==> src/rtl/radio_enable_sequencer.sv <==
// -----------------------------------------------------------------------------
// radio_enable_sequencer
//
// M1-side source of the radio-enable handshake across the isolated M1/M2
// boundary. The asynchronous request is synchronized (2 flops) and debounced.
// The filtered request then drives a small FSM. That FSM raises
// radioEnableSynced toward M2 and waits for the registered radioEnable coming
// back (radioEnableFb) as an acknowledge, with timeout detection. While
// isolateM1M2 is high the boundary is clamped and every output is 0.
//
// Ports
//   ck                 clock, rising edge
//   arst               asynchronous reset, active-high
//   isolateM1M2        isolation control; high = M1/M2 boundary clamped
//   radioEnableReq     asynchronous enable request (software/PMU)
//   radioEnableFb      registered radioEnable returned from M2 (same clock)
//   clrErr             single-cycle pulse, clears the error state
//   radioEnableSynced  enable toward M2, registered
//   radioOn            high only while the handshake is complete (ON)
//   busy               high while arming or disarming
//   timeoutErr         high in the error state
//
// Parameters
//   DEBOUNCE  consecutive mismatching cycles before the filter flips (1..255)
//   TIMEOUT   cycles allowed for the acknowledge to match (2..65535)
//   CNT_W     timer width, 2**CNT_W must exceed TIMEOUT
// -----------------------------------------------------------------------------
module radio_enable_sequencer #(
  parameter int DEBOUNCE = 4,
  parameter int TIMEOUT  = 16,
  parameter int CNT_W    = 16
) (
  input  logic ck,
  input  logic arst,
  input  logic isolateM1M2,
  input  logic radioEnableReq,
  input  logic radioEnableFb,
  input  logic clrErr,
  output logic radioEnableSynced,
  output logic radioOn,
  output logic busy,
  output logic timeoutErr
);

  localparam int DCNT_W = 8;
  localparam logic [DCNT_W-1:0] DCNT_LAST  = DCNT_W'(DEBOUNCE - 1);
  localparam logic [CNT_W-1:0]  TIMER_LAST = CNT_W'(TIMEOUT - 1);

  typedef enum logic [2:0] {
    S_IDLE,
    S_ARMING,
    S_ON,
    S_DISARM,
    S_ERR,
    S_ISO
  } state_t;

  // Synchronizer chain; req_s_q is the metastability-safe request.
  logic sync1_q;
  logic req_s_q;

  // Debounce filter.
  logic              req_f_q, req_f_d;
  logic [DCNT_W-1:0] dcnt_q, dcnt_d;

  // FSM, timer and registered outputs.
  state_t           state_q, state_d;
  logic [CNT_W-1:0] timer_q, timer_d;
  logic             synced_q, synced_d;
  logic             radio_on_q, radio_on_d;
  logic             busy_q, busy_d;
  logic             timeout_err_q, timeout_err_d;

  logic timer_expired;

  always_comb begin
    // Debounce: count consecutive cycles of disagreement. The flip happens on
    // the DEBOUNCE-th such cycle, so shorter glitches never reach req_f.
    req_f_d = req_f_q;
    dcnt_d  = '0;
    if (req_s_q != req_f_q) begin
      if (dcnt_q == DCNT_LAST) begin
        req_f_d = req_s_q;
        dcnt_d  = '0;
      end else begin
        dcnt_d = dcnt_q + 1'b1;
      end
    end

    timer_expired = (timer_q == TIMER_LAST);

    // Next state. Isolation overrides everything; inside each state the
    // transitions are tested in priority order (e.g. an acknowledge in
    // ARMING wins over a simultaneous timeout).
    state_d = state_q;
    if (isolateM1M2) begin
      state_d = S_ISO;
    end else begin
      unique case (state_q)
        S_IDLE:   if (req_f_q) state_d = S_ARMING;
        S_ARMING: begin
          if (radioEnableFb)      state_d = S_ON;
          else if (!req_f_q)      state_d = S_DISARM;
          else if (timer_expired) state_d = S_ERR;
        end
        S_ON: begin
          if (!req_f_q)            state_d = S_DISARM;
          else if (!radioEnableFb) state_d = S_ERR;
        end
        S_DISARM: begin
          if (!radioEnableFb)     state_d = S_IDLE;
          else if (timer_expired) state_d = S_ERR;
        end
        S_ERR:    if (clrErr && !req_f_q) state_d = S_IDLE;
        S_ISO:    state_d = S_IDLE;
        default:  state_d = S_IDLE;
      endcase
    end

    // Timer restarts on every state change and only runs while waiting for
    // the acknowledge; it saturates instead of wrapping.
    timer_d = timer_q;
    if (state_d != state_q) begin
      timer_d = '0;
    end else if ((state_q == S_ARMING || state_q == S_DISARM) && (timer_q != '1)) begin
      timer_d = timer_q + 1'b1;
    end

    // Outputs are decoded from the next state so they change on the same
    // edge as the state register, glitch-free.
    synced_d      = (state_d == S_ARMING) || (state_d == S_ON);
    radio_on_d    = (state_d == S_ON);
    busy_d        = (state_d == S_ARMING) || (state_d == S_DISARM);
    timeout_err_d = (state_d == S_ERR);
  end

  always_ff @(posedge ck or posedge arst) begin
    if (arst) begin
      sync1_q       <= 1'b0;
      req_s_q       <= 1'b0;
      req_f_q       <= 1'b0;
      dcnt_q        <= '0;
      state_q       <= S_IDLE;
      timer_q       <= '0;
      synced_q      <= 1'b0;
      radio_on_q    <= 1'b0;
      busy_q        <= 1'b0;
      timeout_err_q <= 1'b0;
    end else begin
      sync1_q       <= radioEnableReq;
      req_s_q       <= sync1_q;
      req_f_q       <= req_f_d;
      dcnt_q        <= dcnt_d;
      state_q       <= state_d;
      timer_q       <= timer_d;
      synced_q      <= synced_d;
      radio_on_q    <= radio_on_d;
      busy_q        <= busy_d;
      timeout_err_q <= timeout_err_d;
    end
  end

  assign radioEnableSynced = synced_q;
  assign radioOn           = radio_on_q;
  assign busy              = busy_q;
  assign timeoutErr        = timeout_err_q;

endmodule

==> config.mk <==
export PLATFORM = sky130hd
export DESIGN_NAME = radio_enable_sequencer
export DESIGN_NICKNAME = d
export VERILOG_FILES = /design/src/rtl/radio_enable_sequencer.sv
export SDC_FILE = /design/constraint.sdc
export NUM_CORES = 1
export LEC_CHECK = 0
export CAP_MARGIN = 15
export CORE_AREA = 3 3 78 51
export DETAILED_ROUTE_END_ITERATION = 16
export DIE_AREA = 0 0 81 54
export HOLD_SLACK_MARGIN = 0.12
export PLACE_DENSITY_LB_ADDON = 0.3
export SYNTH_ARGS = -nofsm -noshare
export SYNTH_HDL_FRONTEND = slang
export SYNTH_SLANG_ARGS = --single-unit
==> constraint.sdc <==
create_clock -name ck -period 4.1 [get_ports ck]
set_input_delay 0.82 -clock ck [delete_from_list [all_inputs] [get_ports ck]]
set_output_delay 0.82 -clock ck [all_outputs]
set_load 0.01 [all_outputs]
==> flow_summary.yaml, run 1 <==
global_route:
  overflow: 0
  grt_pass1_vias: 1370
  grt_max_degree: 35
  antenna_found_initial: 0
  track_usage: 0.197
  grt_pass1_wl_microns: 6310
timing:
  finalClockSkew_ps: 5.14
  finalCriticalPeriod_ps: 2550
  maxSlewHeadroom: 0.439
  fin_crit_sh: 0.621
  setup_viol: 0
  whs_ps: 362
  fin_tns_setup_ps: 0
  finalHoldViolCount: 0
  rsz0062_at_grt: "false"
  worst_slew_pin_slew_ps: 834
  slew_viol_final: 0
  fmax_mhz: 393
final_layout:
  fin_nets: 200
  drive_gt1_frac: 0.124
  largest_reg_flops: 16
  multiInputGateArea_sq_um: 882
  largestRegisters: "timer_q: 16 flops, dcnt_q: 8 flops, state_q: 3 flops"
  seq_area_sq_um: 851
  regMostFlops: "timer_q"
  fillers: 286
  syn2layout_area_growth_pct: 12.9
  fin_area_sq_um: 2030
  final_cells: 238
  antennaDiodeCount: 0
floorplanning:
  die_y_microns: 54
  die_area_sq_um: 4370
  core-area_sq_um: 3240
  start_util: 0.554
  pin_count: 10
  die_w_microns: 81
  row_count: 16
critical_path:
  r2r_start: "timer_q[0]"
  path_class: "in -> reg"
  cp.required_ps: 4300
  crit_path_max_fanout: 16
  timing.rr.end: "timer_q[2]"
  critPathLaunchType: "input pin"
  r2r_cells: 6
  cp.arrival_ps: 2750
  r2r_setup_slack_ps: 2000
  end_kind: "flip-flop"
clock_tree:
  post-cts-setup-buffer-count: 0
  clk_latency_ps: 290
  cts_made_buffers: 5
  cts_resized: 0
  cts_htree_levels: 2
  cts_tree: "built"
  clk_pin_slew_worst_paths_ps: 70
  clockBufferDepth: 2
  cts.sinks: 34
  ctsRootBufferMaster: "clkbuf_8"
  holdBufCountCts: 0
routing:
  drt_iter0_drc: 63
  viasPerCell: 5.80
  ant_nets: 0
  vias: 1381
  wl_per_cell_microns: 15.3
  first_pass_iters: 4
  routed_wl_microns: 3650
  drc_errors: 0
hold_path:
  hp-class: "reg -> reg"
  hold_depth: 0
  hold_start: "sync1_q"
  hold_end: "req_s_q"
flow_run:
  drv_cap: 0
synthesis:
  yosys.cell_types.count: 41
  synth.net_count: 187
  synthesis.area_sq_um: 1800
  syn_inst: 179
  synth-seq-cells: 34
  ys_warn_count: 0
  async_flop_share: 1.00
  yosysSeqAreaShare: 0.474
  synth_edf_count: 0
  synth_ff_type: "dfrtp_1"
  synth_area_per_cell_sq_um: 10.0
placement:
  dpl-instance-area_sq_um: 1920
  dp_cells: 230
  place_congestion: 0.920
  dp_hpwl_microns: 2580
  numPortBuffers: 9
power_and_ir_drop:
  powerDensity_nw_per_um2: 438
  total_power_mw: 0.889
  max-vdd-ir-drop_uv: 176
  p_leak_nw: 0.838
status:
  outcome: "finished clean"
==> logic make-up (layout without fill, tap and decap cells) <==
family	Yosys count	in the layout	synth area share
buffers and inverters	12	26	0.0348
adders and majority gates	2	2	0.0139
and+or+nand+nor	92	92	0.304
DFF	34	34	0.474
muxes	2	2	0.0118
xor gates and xnor gates	19	19	0.0927
AOI/OAI and AO/OA	18	18	0.0690
==> area by class of cell <==
type	instances	share of cell area
Clock buffer	8	0.0543
Timing Repair Buffer	10	0.0481
Sequential cell	34	0.420
Multi-Input combinational cell	133	0.435
Inverter	8	0.0148
Tap cell	45	0.0278
==> per-stage QoR <==
step,setup slack [ps],util
6_report,1550,0.625
2_1_floorplan,2080,-
5_1_grt,1350,0.625
4_1_cts,1540,0.625
3_3_place_gp,1380,0.591
3_5_place_dp,1230,0.591
==> cells in the mapped netlist, drive strengths merged, types with 2 or more instances <==
master,number,area (sq um)
nor3,10,50.1
nor4,9,83.8
a21oi,3,15.0
dfrtp,34,851
and2,2,12.5
nand4,5,37.5
nand2b,3,18.8
or3,2,12.5
xnor2,14,123
buf,4,32.5
or2,2,12.5
nand3,8,40.0
xor2,5,43.8
and3,3,18.8
ha,2,25.0
nor2,27,119
nor4b,4,35.0
inv,8,30.0
nand2,5,18.8
nor3b,5,37.5
o21ai,6,30.0
nor2b,5,31.3
==> routing by layer <==
layer  part of all wire  track usage  up-vias
li1                   -            -      660
met1               0.49        0.258      674
met2               0.44        0.308       38
met3              0.049       0.0552        9
met4              0.020       0.0843        0
met5                  0            0        -
==> worst max-delay path, stage by stage <==
cell	delay [ps]
clkdlybuf4s50_1	590
nor3b_1	90
o311a_1	370
a211o_1	270
a32o_2	360
nor3_1	240
==> cells in the final DEF, fill, tap and decap left out, drive strengths merged, types with 2 or more instances in the layout <==
cell	synthesis	final
or2	2	2
and3	3	3
nand2	5	5
and2	2	2
nor4b	4	4
nor3	10	10
xor2	5	5
a21oi	3	3
clkbuf	0	8
nor2b	5	5
inv	8	8
xnor2	14	14
dfrtp	34	34
nand4	5	5
nand2b	3	3
o21ai	6	6
ha	2	2
nor4	9	9
or3	2	2
nor3b	5	5
nand3	8	8
nor2	27	27
clkdlybuf4s50	0	9
==> worst max path at each step <==
stage                  start           to  slack [ps]  cells after the start
2_1_floorplan  radioEnableFb   timer_q[6]        2080                      6
3_3_place_gp   radioEnableFb  timer_q[14]        1380                      6
3_5_place_dp   radioEnableFb  timer_q[14]        1230                      6
4_1_cts        radioEnableFb   timer_q[2]        1540                      6
5_1_grt        radioEnableFb  timer_q[12]        1350                      6
6_report       radioEnableFb   timer_q[2]        1550                      6
==> power breakdown <==
group          total, mW  internal [mW]  switching [mW]
registers          0.414          0.369          0.0450
clock network      0.286          0.169           0.117
logic              0.188         0.0817           0.106
total              0.889          0.620           0.268
Note: power is estimated with default switching activity, not from simulation.
==> inputs of run 2 (changes only) <==
Clock period 4.1 ns to 2.5 ns, I/O delays scaled along.
==> run 2 against run 1 <==
  * Critical path depth did not move
  * First-iteration DRC count rose by 51%
  * Clock-buffer cell count decreased by 1
  * Sequential cell count did not move
  * Core utilization decreased by 0.12 points
  * Die area did not move
  * Sequential share of layout area rose by 0.078 points
  * Total power is 58% higher
  * Clock power increased by 45%
==> flow_summary.yaml, run 2 (synthesis gave the netlist of run 1 again) <==
critical_path:
  critPathMaxStageDelay_ps: 520
  cp.required_ps: 2700
  crit_cells: 6
  end_kind: "flip-flop"
  worstSetupEndpoint: "timer_q[12]"
  worstSetupStartpoint: "radioEnableFb"
  r2r_setup_slack_ps: 400
  worstPathCellList: "clkdlybuf4s50_1, nand2b_1, a2111oi_0, o21ai_0, a32o_2, nor3b_1"
  r2r_start: "timer_q[12]"
  slowest_stage: "clkdlybuf4s50_1"
  worst-path-buf-inv: 1
  path_class: "in -> reg"
  cp.arrival_ps: 2430
  crit_path_max_fanout: 16
  timing.rr.end: "timer_q[12]"
  r2r_cells: 5
  critPathLaunchType: "input pin"
  crit_family: "compound AO/OA/AOI/OAI gates"
placement:
  dp_slack_ps: -13.1
  place_congestion: 0.911
  numPortBuffers: 9
  dp_hpwl_microns: 2570
  dpl-instance-area_sq_um: 1930
timing:
  finalCriticalPeriod_ps: 2230
  setup_ws_ps: 267
  finalHoldViolCount: 0
  setup_viol: 0
  rsz0062_at_grt: "false"
  finalClockSkew_ps: 6.35
  fin_crit_sh: 0.893
  slew_viol_final: 0
  worst_slew_pin_slew_ps: 494
  fmax_mhz: 448
  whs_ps: 359
  maxSlewHeadroom: 0.668
  fin_tns_setup_ps: 0
final_layout:
  fin_nets: 202
  largestRegisters: "timer_q: 16 flops, dcnt_q: 8 flops, state_q: 3 flops"
  mostFrequentLayoutCells: "dfrtp_1, nor2_1, xnor2_1"
  antennaDiodeCount: 0
  largest_reg_flops: 16
  drive_gt1_frac: 0.128
  final_common_cell: "dfrtp_1"
  fillers: 267
  syn2layout_area_growth_pct: 12.7
  fin_area_sq_um: 2020
  regMostFlops: "timer_q"
hold_path:
  hp-class: "reg -> reg"
clock_tree:
  cts_htree_levels: 2
  ctsRootBufferMaster: "clkbuf_8"
  cts_made_buffers: 5
  cts.sinks: 34
  post-cts-setup-buffer-count: 0
  cts_tree: "built"
  clockBufferDepth: 2
  clk_latency_ps: 290
  cts_resized: 0
  clk_pin_slew_worst_paths_ps: 70
  holdBufCountCts: 0
status:
  outcome: "finished clean"
power_and_ir_drop:
  p_switching_mw: 0.437
  combPwrFrac: 0.220
  powerDensity_nw_per_um2: 692
  p_seq_frac: 0.484
  switching_share: 0.312
  p_clk_frac: 0.296
  p_int_mw: 0.963
  max-vdd-ir-drop_uv: 289
  p_leak_nw: 0.839
global_route:
  overflow: 0
  antenna_found_initial: 0
  grt_pass1_vias: 1346
  grt_pass1_wl_microns: 6460
  grt_max_degree: 35
  track_usage: 0.200
floorplanning:
  pin_count: 10
  start_util: 0.554
  row_count: 16
  die_y_microns: 54
  die_w_microns: 81
  core-area_sq_um: 3240
  die_area_sq_um: 4370
routing:
  first_pass_iters: 4
  viasPerCell: 5.78
  ant_nets: 0
  routed_wl_microns: 3760
  drt_iter0_drc: 95
  wl_per_cell_microns: 15.7
  drc_errors: 0
  vias: 1388
flow_run:
  drv_cap: 0
==> run 2: cell types whose count changed in the layout (fill, tap and decap cells not counted), sizes merged <==
cell and delta:
buf +2, clkbuf -1, clkinv +1
==> run 2: area by class of cell <==
cell class | count | area (sq um) | share of cell area
Sequential cell | 34 | 851 | 0.421
Clock inverter | 1 | 5.00 | 0.00247
Timing Repair Buffer | 12 | 113 | 0.0557
Tap cell | 45 | 56.3 | 0.0278
Clock buffer | 7 | 86.3 | 0.0427
Inverter | 8 | 30.0 | 0.0148
Multi-Input combinational cell | 133 | 882 | 0.436
==> run 2: through the flow <==
stage | instances | power, mW | util
finish | 240 | 1.40 | 0.624
global placement | 232 | 0.974 | 0.596
floorplan | 179 | 0.911 | -
global route | 240 | 1.48 | 0.624
detailed placement | 232 | 0.988 | 0.596
CTS | 240 | 1.41 | 0.624
==> run 2: how the worst min path moves through the flow <==
| stage | from | to | cells after the start | slack [ps] |
|---|---|---|---|---|
| 2_1_floorplan | sync1_q | req_s_q | 0 | 330 |
| 3_3_place_gp | sync1_q | req_s_q | 0 | 340 |
| 3_5_place_dp | sync1_q | req_s_q | 0 | 350 |
| 4_1_cts | sync1_q | req_s_q | 0 | 360 |
| 5_1_grt | sync1_q | req_s_q | 0 | 370 |
| 6_report | sync1_q | req_s_q | 0 | 360 |
==> run 2: metal layers <==
metal | routed length (microns) | global-route usage | up-vias | share of wire
met5 | 0 | 0 | - | 0
met4 | 37 | 0.0590 | 0 | 0.0098
met3 | 261 | 0.0569 | 4 | 0.069
met2 | 1690 | 0.317 | 44 | 0.45
met1 | 1770 | 0.269 | 679 | 0.47
li1 | - | - | 661 | -
==> run 2: power groups by stage <==
stage | combinational (mW) | sequential (mW) | clock (mW)
3_3_place_gp | 0.293 | 0.681 | 0
3_5_place_dp | 0.305 | 0.683 | 0
6_report | 0.308 | 0.677 | 0.415
4_1_cts | 0.308 | 0.674 | 0.426
5_1_grt | 0.344 | 0.684 | 0.450
2_1_floorplan | 0.258 | 0.653 | 0
==> run 2: worst register-to-register path, stage by stage, from the launching register on <==
cell	delay [ps]
dfrtp_1	460
nor3_1	350
nand4_1	280
a211o_1	330
a32o_2	360
nor3b_1	240
==> inputs of run 3 (changes only) <==
Settings changed: CAP_MARGIN 15 to 20, CTS_CLUSTER_SIZE from default to 12, GPL_TIMING_DRIVEN from default to 0.
==> run 3 against run 2 <==
  * Sequential share of layout area shrank 1.1 points
  * Largest cell class unchanged
  * First-iteration DRC count shrank 20%
  * Sequential power shrank 4.4%
  * Core utilization grew 1.7 points
  * Highest routed layer unchanged
  * Die area is the same
  * Worst hold slack gained 40 ps
  * Non-clock buffer count grew 2
  * Clock-buffer cell count grew 1
  * Cell area grew 2.8%
  * Total power grew 6.5%
  * Register-to-register slack is essentially flat
==> flow_summary.yaml, run 3 (synthesis gave the netlist of run 1 again) <==
status:
  outcome: "finished clean"
critical_path:
  crit_path_max_fanout: 10
  slowest_stage: "clkdlybuf4s50_1"
  worst-path-buf-inv: 2
  r2r_start: "timer_q[5]"
  end_kind: "flip-flop"
  worstPathCellList: "clkdlybuf4s50_1, nor3b_1, o311a_1, a211o_1, a32o_2, buf_6, nor2_1"
  cp.arrival_ps: 2410
  critPathLaunchType: "input pin"
  path_class: "in -> reg"
  crit_family: "compound AO/OA/AOI/OAI gates"
  worstSetupStartpoint: "radioEnableFb"
  cp.required_ps: 2710
  critPathMaxStageDelay_ps: 620
final_layout:
  largest_reg_flops: 16
  largestRegisters: "timer_q: 16 flops, dcnt_q: 8 flops, state_q: 3 flops"
  fillers: 270
  syn2layout_area_growth_pct: 15.8
  mostFrequentLayoutCells: "dfrtp_1, nor2_1, xnor2_1"
  fin_nets: 204
  final_cells: 242
  multiInputGateArea_sq_um: 882
  regMostFlops: "timer_q"
  antennaDiodeCount: 0
  fin_util: 0.641
  final_common_cell: "dfrtp_1"
  drive_gt1_frac: 0.142
  seq_area_sq_um: 851
timing:
  setup_ws_ps: 301
  fin_tns_setup_ps: 0
  fin_crit_sh: 0.880
  worst_slew_pin_slew_ps: 937
  fmax_mhz: 455
  slew_viol_final: 0
  rsz0062_at_grt: "false"
  setup_viol: 0
  whs_ps: 399
  finalClockSkew_ps: 2.77
  finalCriticalPeriod_ps: 2200
  finalHoldViolCount: 0
  maxSlewHeadroom: 0.370
routing:
  wl_per_cell_microns: 15.3
  drt_iter0_drc: 76
  routed_wl_microns: 3690
  vias: 1417
  viasPerCell: 5.86
  first_pass_iters: 4
  ant_nets: 0
  drc_errors: 0
global_route:
  antenna_found_initial: 0
  grt_pass1_vias: 1395
  overflow: 0
  grt_pass1_wl_microns: 6430
  track_usage: 0.202
  grt_max_degree: 20
flow_run:
  drv_cap: 0
placement:
  dp_cells: 234
  numPortBuffers: 9
  place_congestion: 0.798
  dp_hpwl_microns: 2680
  dp_slack_ps: 24.6
power_and_ir_drop:
  switching_share: 0.298
  p_clk_frac: 0.315
  p_leak_nw: 0.867
  combPwrFrac: 0.251
  powerDensity_nw_per_um2: 717
  p_int_mw: 1.05
  p_switching_mw: 0.445
  max-vdd-ir-drop_uv: 359
  p_seq_frac: 0.434
clock_tree:
  clk_pin_slew_worst_paths_ps: 70
  ctsRootBufferMaster: "clkbuf_8"
  cts_resized: 0
  cts_made_buffers: 5
  clockBufferDepth: 2
  post-cts-setup-buffer-count: 0
  holdBufCountCts: 0
  clk_latency_ps: 280
  cts_tree: "built"
  cts.sinks: 34
  cts_htree_levels: 2
floorplanning:
  die_w_microns: 81
  row_count: 16
  pin_count: 10
  start_util: 0.554
  core-area_sq_um: 3240
  die_area_sq_um: 4370
  die_y_microns: 54
hold_path:
  hp-class: "reg -> reg"
  hold_start: "sync1_q"
## run 3: worst register-to-register path: stages, from the launching register on
cell and delay (ps):
dfrtp_1 430, nand4_2 230, nor4_1 860, nor4b_1 190, xnor2_1 220, nor2_1 50
## run 3: power by group through the flow
stage          logic [mW]  clock network [mW]  registers, mW
2_1_floorplan       0.258                   0          0.653
3_3_place_gp        0.353                   0          0.653
3_5_place_dp        0.374                   0          0.655
4_1_cts             0.377               0.478          0.646
5_1_grt             0.418               0.516          0.654
6_report            0.374               0.470          0.647
## run 3: final cells by class
type,count,share of cell area
Buffer,4,0.0156
Clock buffer,8,0.0529
Inverter,8,0.0144
Multi-Input combinational cell,133,0.424
Sequential cell,34,0.409
Tap cell,45,0.0271
Timing Repair Buffer,10,0.0566
## run 3: worst paths after layout
| kind | to | slack [ps] | cells past startpoint |
|---|---|---|---|
| setup / recovery | timer_q[8] | 300 | 7 |
| max in group asynchronous | dcnt_q[0] | 1360 | 3 |
| setup reg to reg | timer_q[6] | 400 | 5 |
| hold / removal | req_s_q | 400 | 0 |
| min in group asynchronous | timer_q[10] | 620 | 2 |
| hold reg to reg | req_s_q | 400 | 0 |
## run 3: stage by stage
stage | area (sq um) | total power, mW
3_5_place_dp | 1970 | 1.03
2_1_floorplan | 1800 | 0.911
5_1_grt | 2080 | 1.59
4_1_cts | 2080 | 1.50
3_3_place_gp | 1940 | 1.01
6_report | 2080 | 1.49
## run 3: layer usage
layer / GRT usage / wire length [microns]
met1: 0.267 / 1800
met2: 0.313 / 1640
met3: 0.0552 / 196
met4: 0.0899 / 60
met5: 0 / 0
==> variant 1 (settings of run 2) <==
The 6 states of `state_t` get a one-hot encoding in 6 bits.
--- a/src/rtl/radio_enable_sequencer.sv
+++ b/src/rtl/radio_enable_sequencer.sv
@@ -47,11 +47,11 @@
   localparam logic [CNT_W-1:0]  TIMER_LAST = CNT_W'(TIMEOUT - 1);
 
-  typedef enum logic [2:0] {
-    S_IDLE,
-    S_ARMING,
-    S_ON,
-    S_DISARM,
-    S_ERR,
-    S_ISO
+  typedef enum logic [5:0] {
+    S_IDLE   = 6'b000001,
+    S_ARMING = 6'b000010,
+    S_ON     = 6'b000100,
+    S_DISARM = 6'b001000,
+    S_ERR    = 6'b010000,
+    S_ISO    = 6'b100000
   } state_t;
 
Function: same outputs for any inputs over 10 cycles, from zero or initial values and one cycle with arst high; not proved beyond that.
==> variant 1 against run 2 <==
Setup slack lost 97 ps. Sequential cell count grew 3. Worst hold slack lost 8.9 ps. Total power shrank 7.8%. Final area grew 15%. Synthesized area grew 18%. Die area is the same. Routed wire length grew 24%. Largest cell class unchanged.
==> variant 1: results (changes against run 2) <==
Outcome
  • Status: complete, no violations

Global route
  • GRT Util Overall: 0.253 (+0.0528)
  • Largest net degree at the start of global routing: 38 (+8.6%)
  • Number of global-route vias before repair: 1732 (+29%)
  • Global-route wire length before repair: 8090 um (+25%)

Cells and area
  • Share of cells above drive strength 1: 0.137 (+0.00855)
  • Top flop regs: timer_q x16, dcnt_q x8, state_q x6
  • Layout fillers: 250 (-6.4%)
  • Nets: 241 (+19%)

Yosys
  • Synth unique cells: 46 (+12%)
  • Synth area leaders: dfrtp_1 43%, nor2_1 5.7%, xnor2_1 5.0%, xor2_1 5.0%, nor3_2 4.7%
  • Yosys warns: 0 (unchanged)
  • Syn nets: 231 (+24%)
  • Top cells by count, synth: 36 x dfrtp_1, 32 x nor2_1, 14 x nor3_1
  • Seq/Total Area, Yosys: 0.439 (-0.0351)

Power
  • Worst VDD drop: 544 uV (+88%)
  • Leakage: 0.914 nW (+9.0%)
  • Internal power: 900 uW (-6.5%)

Placement
  • Count of input and output buffers: 9 (unchanged)
  • Final GP Congestion: 0.981 (+7.6%)
  • Dpl hpwl: 3380 um (+31%)

Routing
  • Initial DRC Count: 168 (+77%)
  • Routed vias/inst: 6.08 (+5.2%)

Worst setup path
  • Critical path data arrival time: 2530 ps (+100 ps)

STA
  • Max transition margin: 0.593 (-0.0752)
  • Clock Skew: 5.96 ps (-0.392 ps)
[variant 1: changes by cell type in the layout (fill, tap and decap cells not counted), sizes merged, moves of 3 or more]
cell / run 2 / this run
nor3: 10 / 25
xor2: 5 / 12
nand2: 5 / 11
nor2: 27 / 32
a21oi: 3 / 7
nand3: 8 / 12
nor4: 9 / 5
or4: 0 / 4
nor3b: 5 / 2
nor4b: 4 / 1
[variant 1: layout make-up]
class	count	area (um^2)	area share
clock inverter	2	15.0	0.00647
sequential	37	927	0.399
inverter	8	30.0	0.0129
timing repair buffer	13	120	0.0517
tap	45	56.3	0.0242
clock buffer	6	72.6	0.0312
multi-input combinational	168	1100	0.474
[variant 1: cells by family after synthesis]
logic type | after synthesis | synth area share
compound gates | 25 | 0.0805
xor+xnor | 24 | 0.0995
fa+ha+maj | 2 | 0.0118
buf+inv | 18 | 0.0403
flops | 37 | 0.439
mux | 2 | 0.0101
simple gates | 115 | 0.319
[variant 1: metrics by stage]
stage	std cells	hold slack, ps	instance area, um^2	setup slack, ps	power, mW
3_5_place_dp	271	335	2230	174	0.881
4_1_cts	279	352	2320	191	1.30
6_report	279	350	2320	170	1.29
5_1_grt	279	364	2320	64.9	1.37
3_3_place_gp	271	332	2230	271	0.869
2_1_floorplan	223	331	2110	428	0.827
[variant 1: final timing paths]
check | start | endpoint | slack, ps | depth (start not counted)
max reg2reg | state_q[4]$_DFF_PP0_ | timer_q[12]$_DFFE_PP0P_ | 170 | 7
max | state_q[4]$_DFF_PP0_ | timer_q[12]$_DFFE_PP0P_ | 170 | 7
min in group asynchronous | arst | timer_q[2]$_DFFE_PP0P_ | 600 | 3
min reg2reg | sync1_q$_DFF_PP0_ | req_s_q$_DFF_PP0_ | 350 | 0
max in group asynchronous | arst | state_q[0]$_DFF_PP1_ | 1550 | 3
min | sync1_q$_DFF_PP0_ | req_s_q$_DFF_PP0_ | 350 | 0
[variant 1: power groups by stage]
stage / Clock, mW / Combinational (mW) / Sequential (mW)
4_1_cts: 0.427 / 0.197 / 0.675
2_1_floorplan: 0 / 0.169 / 0.658
3_3_place_gp: 0 / 0.183 / 0.686
5_1_grt: 0.464 / 0.222 / 0.683
3_5_place_dp: 0 / 0.195 / 0.687
6_report: 0.416 / 0.197 / 0.677
[variant 1: worst max-delay path, cell delays in order (launching register included)]
cell     delay [ps]
dfrtp_1         530
or3_1           390
nor4_1          400
o22ai_1         170
nor3_1          200
nand3_1         100
buf_4           220
nor3_1          230
[variant 1: layer usage]
layer	vias up	global-route usage	part of all wire
met3	13	0.0686	0.068
met4	0	0.138	0.019
met1	810	0.327	0.45
met2	66	0.391	0.46
met5	-	0	0
li1	808	-	-
==> variant 2 (flow settings as in run 2) <==
Made on the original files. The parameter `CNT_W` goes from 16 to 12.
--- a/src/rtl/radio_enable_sequencer.sv
+++ b/src/rtl/radio_enable_sequencer.sv
@@ -29,5 +29,5 @@
   parameter int DEBOUNCE = 4,
   parameter int TIMEOUT  = 16,
-  parameter int CNT_W    = 16
+  parameter int CNT_W    = 12
 ) (
   input  logic ck,
Behaviour: no difference found for any inputs over 10 cycles, from zero or initial values and one cycle with arst high; that may be too few to reach the edited logic, so the function may still have changed.
==> variant 2 against run 2 <==
Routed wire length is 14% lower. Largest power group unchanged. First-iteration DRC count decreased by 43%. Sequential cell count is 4 lower. Setup slack improved by 230 ps. Highest routed layer unchanged. Die area did not move. Largest cell class unchanged. Final area fell by 8.3%. Sequential share of layout area fell by 1.6 points. Final cell count fell by 5.8%. Sequential power down 8.4%. Total power is 5.4% lower. Synthesized area shrank 9.0%. Synthesized cell count is 6.1% lower. Critical path depth did not move.
==> variant 2: results (changes against run 2) <==
Outcome
  • Status: complete, no violations

Power
  • Worst VDD drop: 381 uV (+32%)
  • Leakage: 0.841 nW (+0.28%)

Placement
  • Count of input and output buffers: 9 (unchanged)
  • Final GP Congestion: 0.821 (-9.9%)
  • Setup WS pre-CTS: 258 ps (+271 ps)
  • Placed cell count: 219 (-5.6%)
  • Dpl hpwl: 2340 um (-8.9%)

STA
  • Actual slew at the worst max-slew pin: 545 ps (+50.9 ps)
  • Clock Skew: 5.31 ps (-1.04 ps)
  • Tcrit/Tclk final: 0.800 (-0.0931)

Global route
  • Global-route wire length before repair: 5460 um (-15%)
  • Largest net degree at the start of global routing: 31 (-11%)
  • GRT Util Overall: 0.169 (-0.0307)
  • Antenna violations before repair: 0 (unchanged)
  • Number of global-route vias before repair: 1243 (-7.7%)

CTS
  • Post-CTS setup buffers: 0 (unchanged)
  • Clock slew at reported path FFs: 60 ps
  • Htree depth: 2 (unchanged)
  • Worst-Skew Late Latency: 280 ps
  • Clock root buffer master: clkbuf_8
  • Cts bufs inserted: 5 (unchanged)
  • PostCTS Resize Cnt: 0 (unchanged)
  • Clock tree buffer depth: 2 (unchanged)

Cells and area
  • Antenna Diode Count: 0 (unchanged)
  • Final cell count without fillers: 226 (-5.8%)
  • Top flop regs: timer_q x12, dcnt_q x8, state_q x3
  • Share of cells above drive strength 1: 0.0939 (-0.0343)
  • Nets: 189 (-6.4%)

Yosys
  • Avg Cell Area, Syn: 9.73 um^2 (-3.0%)
  • Seq/Total Area, Yosys: 0.459 (-0.0144)
  • Ys async rst share: 1.00 (unchanged)
  • Synth area leaders: dfrtp_1 46%, xor2_1 8.6%, nor3_1 4.6%, and3_1 3.4%, nand3_1 3.4%
  • Yosys warns: 0 (unchanged)
  • Synth unique cells: 43 (+4.9%)
  • Top_reg_cell synth: dfrtp_1
  • Top cells by count, synth: 30 x dfrtp_1, 16 x xor2_1, 15 x nor3_1, 12 x nor2_1, 11 x nand3_1
  • Syn nets: 176 (-5.9%)

Worst setup path
  • Max FO, Critical Path: 12 (-4)
  • Critical path data arrival time: 2160 ps (-270 ps)
  • Reg2reg end: timer_q[5]$_DFFE_PP0P_
  • Worst R2R Setup Slack: 500 ps (+100 ps)
  • Crit-path max cell delay: 530 ps
  • Worst path slowest cell: nor4_1
  • Worst R2R Path Depth: 6 (+1)
  • R2r startpoint: timer_q[7]$_DFFE_PP0P_

Routing
  • Routed vias/inst: 5.56 (-3.9%)
  • M1 WL: 1660 um (-6.0%)
  • Highest Signal Layer: met4
  • Met2 WL post-DR: 1400 um (-18%)
  • DR pass1 iterations: 4 (unchanged)
  • Met3 WL post-DR: 156 um (-40%)
  • DRT Wirelength: 3240 um (-14%)
  • Initial DRC Count: 54 (-43%)

Worst hold path
  • WHS Endpoint: req_s_q$_DFF_PP0_
  • Min-delay worst type: reg -> reg
  • Hold path cells: 0 (unchanged)
  • Worst min-delay path startpoint: sync1_q$_DFF_PP0_
[variant 2: changes by cell type after synthesis, sizes merged, moves of 3 or more]
cell / delta
and3: +8
inv: -4
nor4b: -4
buf: +3
nor4: -4
dfrtp: -4
nand2: +4
nor3: +5
xnor2: -10
nand3: +3
nor3b: -4
xor2: +11
nor2: -15
[variant 2: worst max-delay path by stage]
stage | startpoint | endpoint
floorplan | dcnt_q[0]$_DFF_PP0_ | req_f_q$_DFFE_PP0P_
global placement | radioEnableFb | timer_q[5]$_DFFE_PP0P_
detailed placement | radioEnableFb | timer_q[6]$_DFFE_PP0P_
CTS | timer_q[7]$_DFFE_PP0P_ | timer_q[5]$_DFFE_PP0P_
global route | radioEnableFb | timer_q[3]$_DFFE_PP0P_
finish | timer_q[7]$_DFFE_PP0P_ | timer_q[5]$_DFFE_PP0P_
[variant 2: critical path: cells and delay by family (launching register included)]
family	cells	cell delay, ps
compound gates	2	310
buf+inv	1	230
flops	1	440
simple gates	3	890
[variant 2: area by class of cell]
| type | count | area, um^2 |
|---|---|---|
| inverters | 4 | 15.0 |
| well taps | 45 | 56.3 |
| repair buffers | 13 | 120 |
| clock inverters | 2 | 10.0 |
| clock buffers | 5 | 68.8 |
| multi-input cells | 127 | 835 |
| fillers | 295 | 1390 |
| flip-flops and latches | 30 | 751 |
[variant 2: report_power, final]
group	switching, mW	leakage [nW]	internal, mW	total, mW
sequential	0.0836	0.402	0.537	0.620
clock	0.173	0.0438	0.186	0.359
combinational	0.182	0.395	0.162	0.344
[variant 2: cells by family (layout without fill, tap and decap cells)]
logic type,Yosys count,after routing,share of synthesized area
muxes,4,4,0.0276
AOI/OAI and AO/OA,20,20,0.0858
xor gates and xnor gates,20,20,0.107
buffers and inverters,11,24,0.0299
and+or+nand+nor,81,81,0.275
adders and majority gates,2,2,0.0153
DFF,30,30,0.459
[variant 2: stage by stage]
step	cell area, um^2	utilization	hold slack, ps	power [mW]
floorplan	1630	-	331	0.870
global placement	1780	0.548	337	0.956
detailed placement	1780	0.548	342	0.970
CTS	1860	0.572	355	1.34
global route	1860	0.572	366	1.41
finish	1860	0.572	353	1.32
[variant 2: per-layer routing]
layer / GRT usage / vias up
li1: - / 630
met2: 0.270 / 27
met5: 0 / -
met4: 0.0730 / 0
met1: 0.215 / 595
met3: 0.0535 / 4
